$ cat config.mk
export PLATFORM = sky130hd
export DESIGN_NAME = fpu_tile_host_seq
export DESIGN_NICKNAME = d
export VERILOG_FILES = /design/src/rtl/fpu_tile_host_seq.sv
export SDC_FILE = /design/constraint.sdc
export NUM_CORES = 1
export LEC_CHECK = 0
export BUFFER_PORTS_ARGS = -buffer_cell sky130_fd_sc_hd__buf_2
export CAP_MARGIN = 25
export CORE_MARGIN = 5
export CORE_UTILIZATION = 41
export CTS_CLUSTER_SIZE = 28
export DETAILED_ROUTE_END_ITERATION = 12
export GPL_TIMING_DRIVEN = 0
export PLACE_DENSITY = 0.77
export RECOVER_POWER = 25
export REMOVE_ABC_BUFFERS = 1
export SLEW_MARGIN = 15
export SYNTH_ARGS = -nofsm -noshare
export SYNTH_HDL_FRONTEND = slang
export SYNTH_SLANG_ARGS = --single-unit
$ cat constraint.sdc
create_clock -name clk -period 1.5 [get_ports clk]
set_input_delay 0.075 -clock clk [delete_from_list [all_inputs] [get_ports clk]]
set_output_delay 0.075 -clock clk [all_outputs]
set_load 0.02 [all_outputs]
$ cat src/rtl/fpu_tile_host_seq.sv
// fpu_tile_host_seq: initiator-side sequencer for the FPU IP tile register interface.
// It takes an add/sub command, loads data_reg_a/data_reg_b and raises the start bit in csr_in.
// It then waits for the tile's csr_out write and returns data_reg_c plus the status flags.
// Only one operation is in flight at a time.
//
// Ports:
//   clk, arst_n                          clock, asynchronous active-low reset
//   cmd_valid/cmd_ready/cmd_op/cmd_a/b   command stream (op 0 = add, 1 = sub)
//   rsp_valid/rsp_ready/rsp_data/flags   response stream (flags = csr_out[7:0])
//   csr_in, csr_in_re                    tile control word (bit15 start, bit4 op), tile read pulse
//   data_reg_a, data_reg_b               operands to the tile
//   csr_out, csr_out_we, data_reg_c      tile status word, write strobe, result
//   stray_err                            sticky: tile write seen while not awaiting one
//
// Optional feature: define FPU_HOST_TIMEOUT_EN to enable the watchdog.
// The watchdog returns a quiet NaN with flags 0x80 after TIMEOUT_CYCLES cycles
// without the awaited strobe.
module fpu_tile_host_seq #(
  parameter int unsigned CSR_IN_WIDTH   = 16,
  parameter int unsigned CSR_OUT_WIDTH  = 16,
  parameter int unsigned REG_WIDTH      = 32,
  parameter int unsigned TIMEOUT_CYCLES = 256
) (
  input  logic                     clk,
  input  logic                     arst_n,
  input  logic                     cmd_valid,
  output logic                     cmd_ready,
  input  logic                     cmd_op,
  input  logic [REG_WIDTH-1:0]     cmd_a,
  input  logic [REG_WIDTH-1:0]     cmd_b,
  output logic                     rsp_valid,
  input  logic                     rsp_ready,
  output logic [REG_WIDTH-1:0]     rsp_data,
  output logic [7:0]               rsp_flags,
  output logic [CSR_IN_WIDTH-1:0]  csr_in,
  input  logic                     csr_in_re,
  output logic [REG_WIDTH-1:0]     data_reg_a,
  output logic [REG_WIDTH-1:0]     data_reg_b,
  input  logic [CSR_OUT_WIDTH-1:0] csr_out,
  input  logic                     csr_out_we,
  input  logic [REG_WIDTH-1:0]     data_reg_c,
  output logic                     stray_err
);

  localparam int unsigned START_BIT = 15;
  localparam int unsigned OP_BIT    = 4;
  localparam int unsigned FLAG_W    = 8;

  typedef enum logic [1:0] {S_IDLE, S_ISSUE, S_WAIT, S_RESP} state_t;

  state_t state;

  // Only the low status byte is forwarded to the response stream.
  logic unused_csr_out_hi;
  assign unused_csr_out_hi = ^csr_out[CSR_OUT_WIDTH-1:FLAG_W];

  // Control word with the start bit set and the requested op; all other bits zero.
  function automatic logic [CSR_IN_WIDTH-1:0] start_word(input logic op);
    logic [CSR_IN_WIDTH-1:0] w;
    w            = '0;
    w[START_BIT] = 1'b1;
    w[OP_BIT]    = op;
    return w;
  endfunction

`ifdef FPU_HOST_TIMEOUT_EN
  localparam int unsigned CNT_W = (TIMEOUT_CYCLES > 1) ? $clog2(TIMEOUT_CYCLES) : 1;
  localparam logic [REG_WIDTH-1:0] QNAN = REG_WIDTH'(32'h7FC0_0000);

  logic [CNT_W-1:0] tmo_cnt;
  logic             tmo_hit;
  assign tmo_hit = (tmo_cnt == CNT_W'(TIMEOUT_CYCLES - 1));
`else
  logic unused_timeout;
  assign unused_timeout = ^TIMEOUT_CYCLES;
`endif

  // Sequencer FSM with registered outputs.
  always_ff @(posedge clk or negedge arst_n) begin
    if (!arst_n) begin
      state      <= S_IDLE;
      cmd_ready  <= 1'b0;
      rsp_valid  <= 1'b0;
      rsp_data   <= '0;
      rsp_flags  <= '0;
      csr_in     <= '0;
      data_reg_a <= '0;
      data_reg_b <= '0;
      stray_err  <= 1'b0;
`ifdef FPU_HOST_TIMEOUT_EN
      tmo_cnt    <= '0;
`endif
    end else begin
      case (state)
        S_IDLE: begin
          if (csr_out_we) stray_err <= 1'b1;
          if (cmd_valid && cmd_ready) begin
            data_reg_a <= cmd_a;
            data_reg_b <= cmd_b;
            csr_in     <= start_word(cmd_op);
            cmd_ready  <= 1'b0;
            state      <= S_ISSUE;
`ifdef FPU_HOST_TIMEOUT_EN
            tmo_cnt    <= '0;
`endif
          end else begin
            cmd_ready <= 1'b1;
          end
        end

        // A result write wins over the read pulse: go straight to RESP.
        S_ISSUE: begin
          if (csr_out_we) begin
            csr_in    <= '0;
            rsp_data  <= data_reg_c;
            rsp_flags <= csr_out[FLAG_W-1:0];
            rsp_valid <= 1'b1;
            state     <= S_RESP;
          end else if (csr_in_re) begin
            csr_in <= '0;
            state  <= S_WAIT;
`ifdef FPU_HOST_TIMEOUT_EN
            tmo_cnt <= '0;
          end else if (tmo_hit) begin
            csr_in    <= '0;
            rsp_data  <= QNAN;
            rsp_flags <= 8'h80;
            rsp_valid <= 1'b1;
            state     <= S_RESP;
          end else begin
            tmo_cnt <= tmo_cnt + CNT_W'(1);
`endif
          end
        end

        S_WAIT: begin
          if (csr_out_we) begin
            rsp_data  <= data_reg_c;
            rsp_flags <= csr_out[FLAG_W-1:0];
            rsp_valid <= 1'b1;
            state     <= S_RESP;
`ifdef FPU_HOST_TIMEOUT_EN
          end else if (tmo_hit) begin
            rsp_data  <= QNAN;
            rsp_flags <= 8'h80;
            rsp_valid <= 1'b1;
            state     <= S_RESP;
          end else begin
            tmo_cnt <= tmo_cnt + CNT_W'(1);
`endif
          end
        end

        // Hold the response until consumed; cmd_ready returns from IDLE a cycle later.
        S_RESP: begin
          if (csr_out_we) stray_err <= 1'b1;
          if (rsp_ready) begin
            rsp_valid <= 1'b0;
            state     <= S_IDLE;
          end
        end

        default: state <= S_IDLE;
      endcase
    end
  end

endmodule

== After elaboration in Yosys (flattened, before gate mapping) ==
Cells that the tools add are included.

* Flip-flop bits (word level): 125
* Logic and storage cells: 43

* Equal/unequal tests: 8
* Mux-type cells: 14
* Reduce and logical (&&, ||, !) cells: 12

{| class="wikitable"
|+ Operator list
! operator !! number
|-
| 16-bit two-way mux || 3
|-
| 16-bit case mux with 2 select lines || 1
|-
| 2-bit two-way mux || 5
|-
| 2-bit case mux with 4 select lines || 1
|-
| 2-bit != test (second input constant) || 3
|-
| 2-bit AND reduction || 3
|-
| 3-bit AND reduction || 2
|-
| 2-bit == test (second input constant) || 2
|-
| 4-bit AND reduction || 1
|-
| 2-bit nonzero test || 2
|-
| 2-bit OR reduction || 2
|-
| 1-bit two-way mux || 3
|-
| 3-bit != test (second input constant) || 1
|-
| 2-bit by 1-bit == test with 1-bit output (second input constant) || 1
|-
| 2-bit logical NOT || 1
|-
| 2-bit by 1-bit != test with 1-bit output (second input constant) || 1
|-
| 1-bit case mux with 2 select lines || 1
|-
| 1-bit logical AND || 1
|}

== Longest topological paths before layout ==
* Depth after elaboration: 4
* Mapped depth: 6
* Gate-level depth less buffers: 6

== Worst setup path after synthesis ==
No wires, ideal clock.

* Path kind: register to register
* Start: register state[0]
* End: register csr_in[4]
* Data arrival time: 1464 ps
* Data required time: 1375 ps
* Setup slack: -88 ps
* Cell stages (with the launch flop): 6
* Path buffers: 0
* Clock period less this slack: 1588 ps
* Path through: dfrtp_1 > inv_1 > ha_1 > a21boi_0 > a211oi_2 > mux2_2

* Longest elaborated chain between the ends: 3

{| class="wikitable"
|+ Ends and longest elaborated chain
! item !! RTL line !! text
|-
| start: declaration || 51 || <nowiki>state_t state;</nowiki>
|-
| start signal: assignment || 81 || <nowiki>state <= S_IDLE;</nowiki>
|-
| start signal: assignment || 102 || <nowiki>state <= S_ISSUE;</nowiki>
|-
| start signal: assignment || 118 || <nowiki>state <= S_RESP;</nowiki>
|-
| 2-bit by 1-bit == test with 1-bit output / 2-bit logical NOT (equally long branches) || 94 || <nowiki>case (state)</nowiki>
|-
| 3-bit != test (no line), or another cell as far along || - ||
|-
| 3-bit AND reduction (no line) || - ||
|-
| end signal: assignment || 100 || <nowiki>csr_in <= start_word(cmd_op);</nowiki>
|-
| end: declaration || 35 || <nowiki>output logic [CSR_IN_WIDTH-1:0] csr_in,</nowiki>
|}

Parallel ways exist; a longest one is shown, timed or not.
A chain may end at the register's enable or synchronous reset.

== Worst setup path after layout ==
* Start: register state[1]
* End: register csr_in[4]

The elaborated chain is that of the path after synthesis.

==> flow_metrics.py <==
metrics = {
    "placement": {
        "dp_hpwl_um": 7830,
        "routabilityCongestion": 0.724,
        "io_buffers": 219,
        "place_area_mm2": 0.00580,
    },
    "timing": {
        "skew_ns": 0.0143,
        "setup_slack_ns": -0.0203,
        "finalCritPeriodShare_pct": 101,
        "layout_min_cycle_time_ns": 1.52,
        "fmax_mhz": 658,
        "fin_hold_ws_ns": 0.0681,
        "setup_violations": 21,
        "worst_slew_margin_rel_pct": 51.9,
        "slew_viol_final": 0,
        "tightestPinTransition_ns": 0.721,
        "rsz0062_at_grt": "true",
        "hold_viol": 0,
    },
    "global_routing": {
        "grt_pass1_vias": 4039,
        "antenna_found_initial": 0,
        "track_usage_pct": 19.8,
        "grt_pass1_wl_um": 20600,
        "overflow": 0,
        "grt_max_degree": 60,
    },
    "final_layout": {
        "final_area_mm2": 0.00738,
        "area_delta_synth_final_pct": 61.3,
        "fin_nets": 745,
        "layout-drive-gt1-share_pct": 60.2,
    },
    "pwr": {
        "p_leak_nw": 3.76,
        "p_per_area_mw_per_mm2": 2120,
        "ir_drop_mv": 1.20,
    },
    "logic_synthesis": {
        "synth-seq-area-share_pct": 60.7,
        "netlist_area_mm2": 0.00458,
        "avgSynthCellArea_um2": 16.7,
        "synth_top_area_share_pct": 60.7,
        "synthCells": 274,
        "yosys_register_bits": 111,
        "synth_largest_area_cell": "dfrtp_1",
        "synthTopCellsByArea": "dfrtp_1, mux2_4, mux2_2",
        "ys_warn_count": 0,
        "yosysUniqueCellTypes": 25,
    },
    "run_status": {
        "status": "finished, violations left",
        "violations": "setup timing",
    },
    "routing": {
        "drc": 0,
        "ant_nets": 0,
        "via_per_inst": 4.54,
        "via_count": 3481,
        "drt_first_pass_iters": 4,
        "wl_um": 13400,
        "avgRoutedWirePerCell_um": 17.5,
        "drt_iter0_drc": 85,
    },
    "worst_setup_path": {
        "endpoint_kind": "flop",
        "arrival_ns": 1.78,
        "cp_num_buf_inv": 2,
        "max_stage_delay_ns": 0.38,
        "slowest_stage": "dfrtp_1",
        "crit_fanout": 3,
        "crit_required_ns": 1.76,
        "cpLargestDelayFamily": "flip-flops",
        "worstPathCellList": "inv_2, buf_6, ha_4, nor2b_4, a211oi_4, mux2_4",
        "start_kind": "flop",
        "path_class": "flop to flop",
    },
    "clocking": {
        "clock_path_buffers": 2,
        "clock-sinks": 111,
        "cts_buffers": 9,
        "cts_tree": "yes",
        "clkTransAtPathRegs_ns": 0.11,
        "cts_max_level": 3,
        "cts-root-buf": "clkbuf_8",
        "clock_latency_ns": 0.37,
    },
    "die": {
        "io_pins": 242,
        "die_x_um": 116,
        "num_rows": 38,
        "start_util_pct": 42.0,
        "core_mm2": 0.0109,
        "die_area_mm2": 0.0134,
        "die_h_um": 116,
    },
    "min_path": {
        "hold_class": "input port to flop",
    },
    "run": {
        "cap_viol_max_count": 0,
    },
}
[sequential cells by signal, summed over array words and instances (netlist names)]
register,cells
csr_in,2
data_reg_a,32
data_reg_b,32
rsp_data,32
stray_err,1
rsp_flags,8
state,2
rsp_valid,1
cmd_ready,1
[layout make-up]
type	instances	area, um2
fill	736	3500
sequential	111	2780
timing repair buffer	346	2480
multi-input combinational	146	1750
tap	140	175
clock buffer	9	124
clock inverter	7	57.6
inverter	6	22.5
antenna	1	2.50
[Yosys cell counts]
library cell,instances
a22o_1,1
ha_1,6
a211oi_2,1
buf_6,6
dfrtp_1,111
a211oi_1,1
o21bai_1,1
conb_1,1
mux2_4,49
a31o_2,1
buf_2,5
o21a_1,1
a21oi_1,3
a21boi_0,1
nor2b_1,2
inv_1,6
nor2_1,1
o21ai_1,1
mux2i_1,1
buf_4,14
a32oi_1,1
nand3_1,1
nand2_1,2
mux2_2,56
o211ai_1,1
[per-stage QoR]
step | TNS [ns] | setup WS [ns] | util, % | total power, W | cells
finish | -0.133 | -0.0203 | 67.8 | 0.0157 | 766
global route | -2.41 | -0.0755 | 67.8 | 0.0165 | 765
CTS | -0.185 | -0.0519 | 67.4 | 0.0155 | 763
detailed placement | -49.06 | -0.708 | 53.2 | 0.0127 | 624
global placement | -343.15 | -3.28 | 52.4 | 0.0124 | 621
floorplan | -187.76 | -2.47 | - | 0.0103 | 262
[placed cells by master (no fill, tap or decap), types with 4 or more instances in the layout]
cell	n
conb_1	14
buf_12	4
mux2_2	54
dlygate4sd3_1	106
buf_4	8
buf_6	4
mux2_4	51
dfrtp_1	111
clkbuf_8	9
inv_1	4
buf_2	218
[worst paths after layout]
path | start | end | slack, ns | cells past startpoint
setup / recovery | state[1]$_DFFE_PN0P_ | csr_in[4]$_DFFE_PN0P_ | -0.02 | 6
hold / removal | cmd_op | csr_in[4]$_DFFE_PN0P_ | 0.07 | 3
setup reg to reg | state[1]$_DFFE_PN0P_ | csr_in[4]$_DFFE_PN0P_ | -0.02 | 6
hold reg to reg | rsp_data[16]$_DFFE_PN0P_ | rsp_data[16]$_DFFE_PN0P_ | 0.51 | 1
max in group asynchronous | arst_n | data_reg_b[14]$_DFFE_PN0P_ | 0.22 | 3
min in group asynchronous | arst_n | rsp_flags[0]$_DFFE_PN0P_ | 0.31 | 2
[metal layers]
layer / vias to the layer above / track usage, % / wire (um)
li1: 1617 / - / -
met1: 1681 / 22.6 / 5090
met2: 162 / 36.2 / 7020
met3: 21 / 4.39 / 1110
met4: 0 / 7.66 / 230
met5: - / 0 / 0
[worst register-to-register path: stages (launching register included)]
cell and delay [ns]:
dfrtp_1 0.38, inv_2 0.07, buf_6 0.12, ha_4 0.15, nor2b_4 0.13, a211oi_4 0.24, mux2_4 0.33
[what timing repair did]
| item | 4_1_cts | 5_1_grt |
|---|---|---|
| cloned | 4 | 2 |
| endpoints found under the hold margin | 157 | 0 |
| setup buffers | 13 | 2 |
| hold buffers | 106 | 0 |
| resized for setup | 20 | 10 |
| endpoints found under the setup margin | 109 | 86 |
| pin swaps | 4 | 5 |
[where the power goes]
group	internal (W)	leakage, nW	switching, W	total (W)
combinational	0.00426	2.37	0.00434	0.00860
sequential	0.00452	1.31	0.000860	0.00538
clock	0.000619	0.0820	0.00104	0.00166
total	0.00941	3.76	0.00624	0.0157
[kinds of logic after synthesis]
kind of cell	after synthesis	share of synthesized area, %
fa+ha+maj	6	1.64
simple gates	6	0.628
buf+inv	31	4.81
flops	111	60.7
compound gates	13	2.10
mux	106	30.1
other cells	1	0.0819
(Power assumes the default switching activity.)
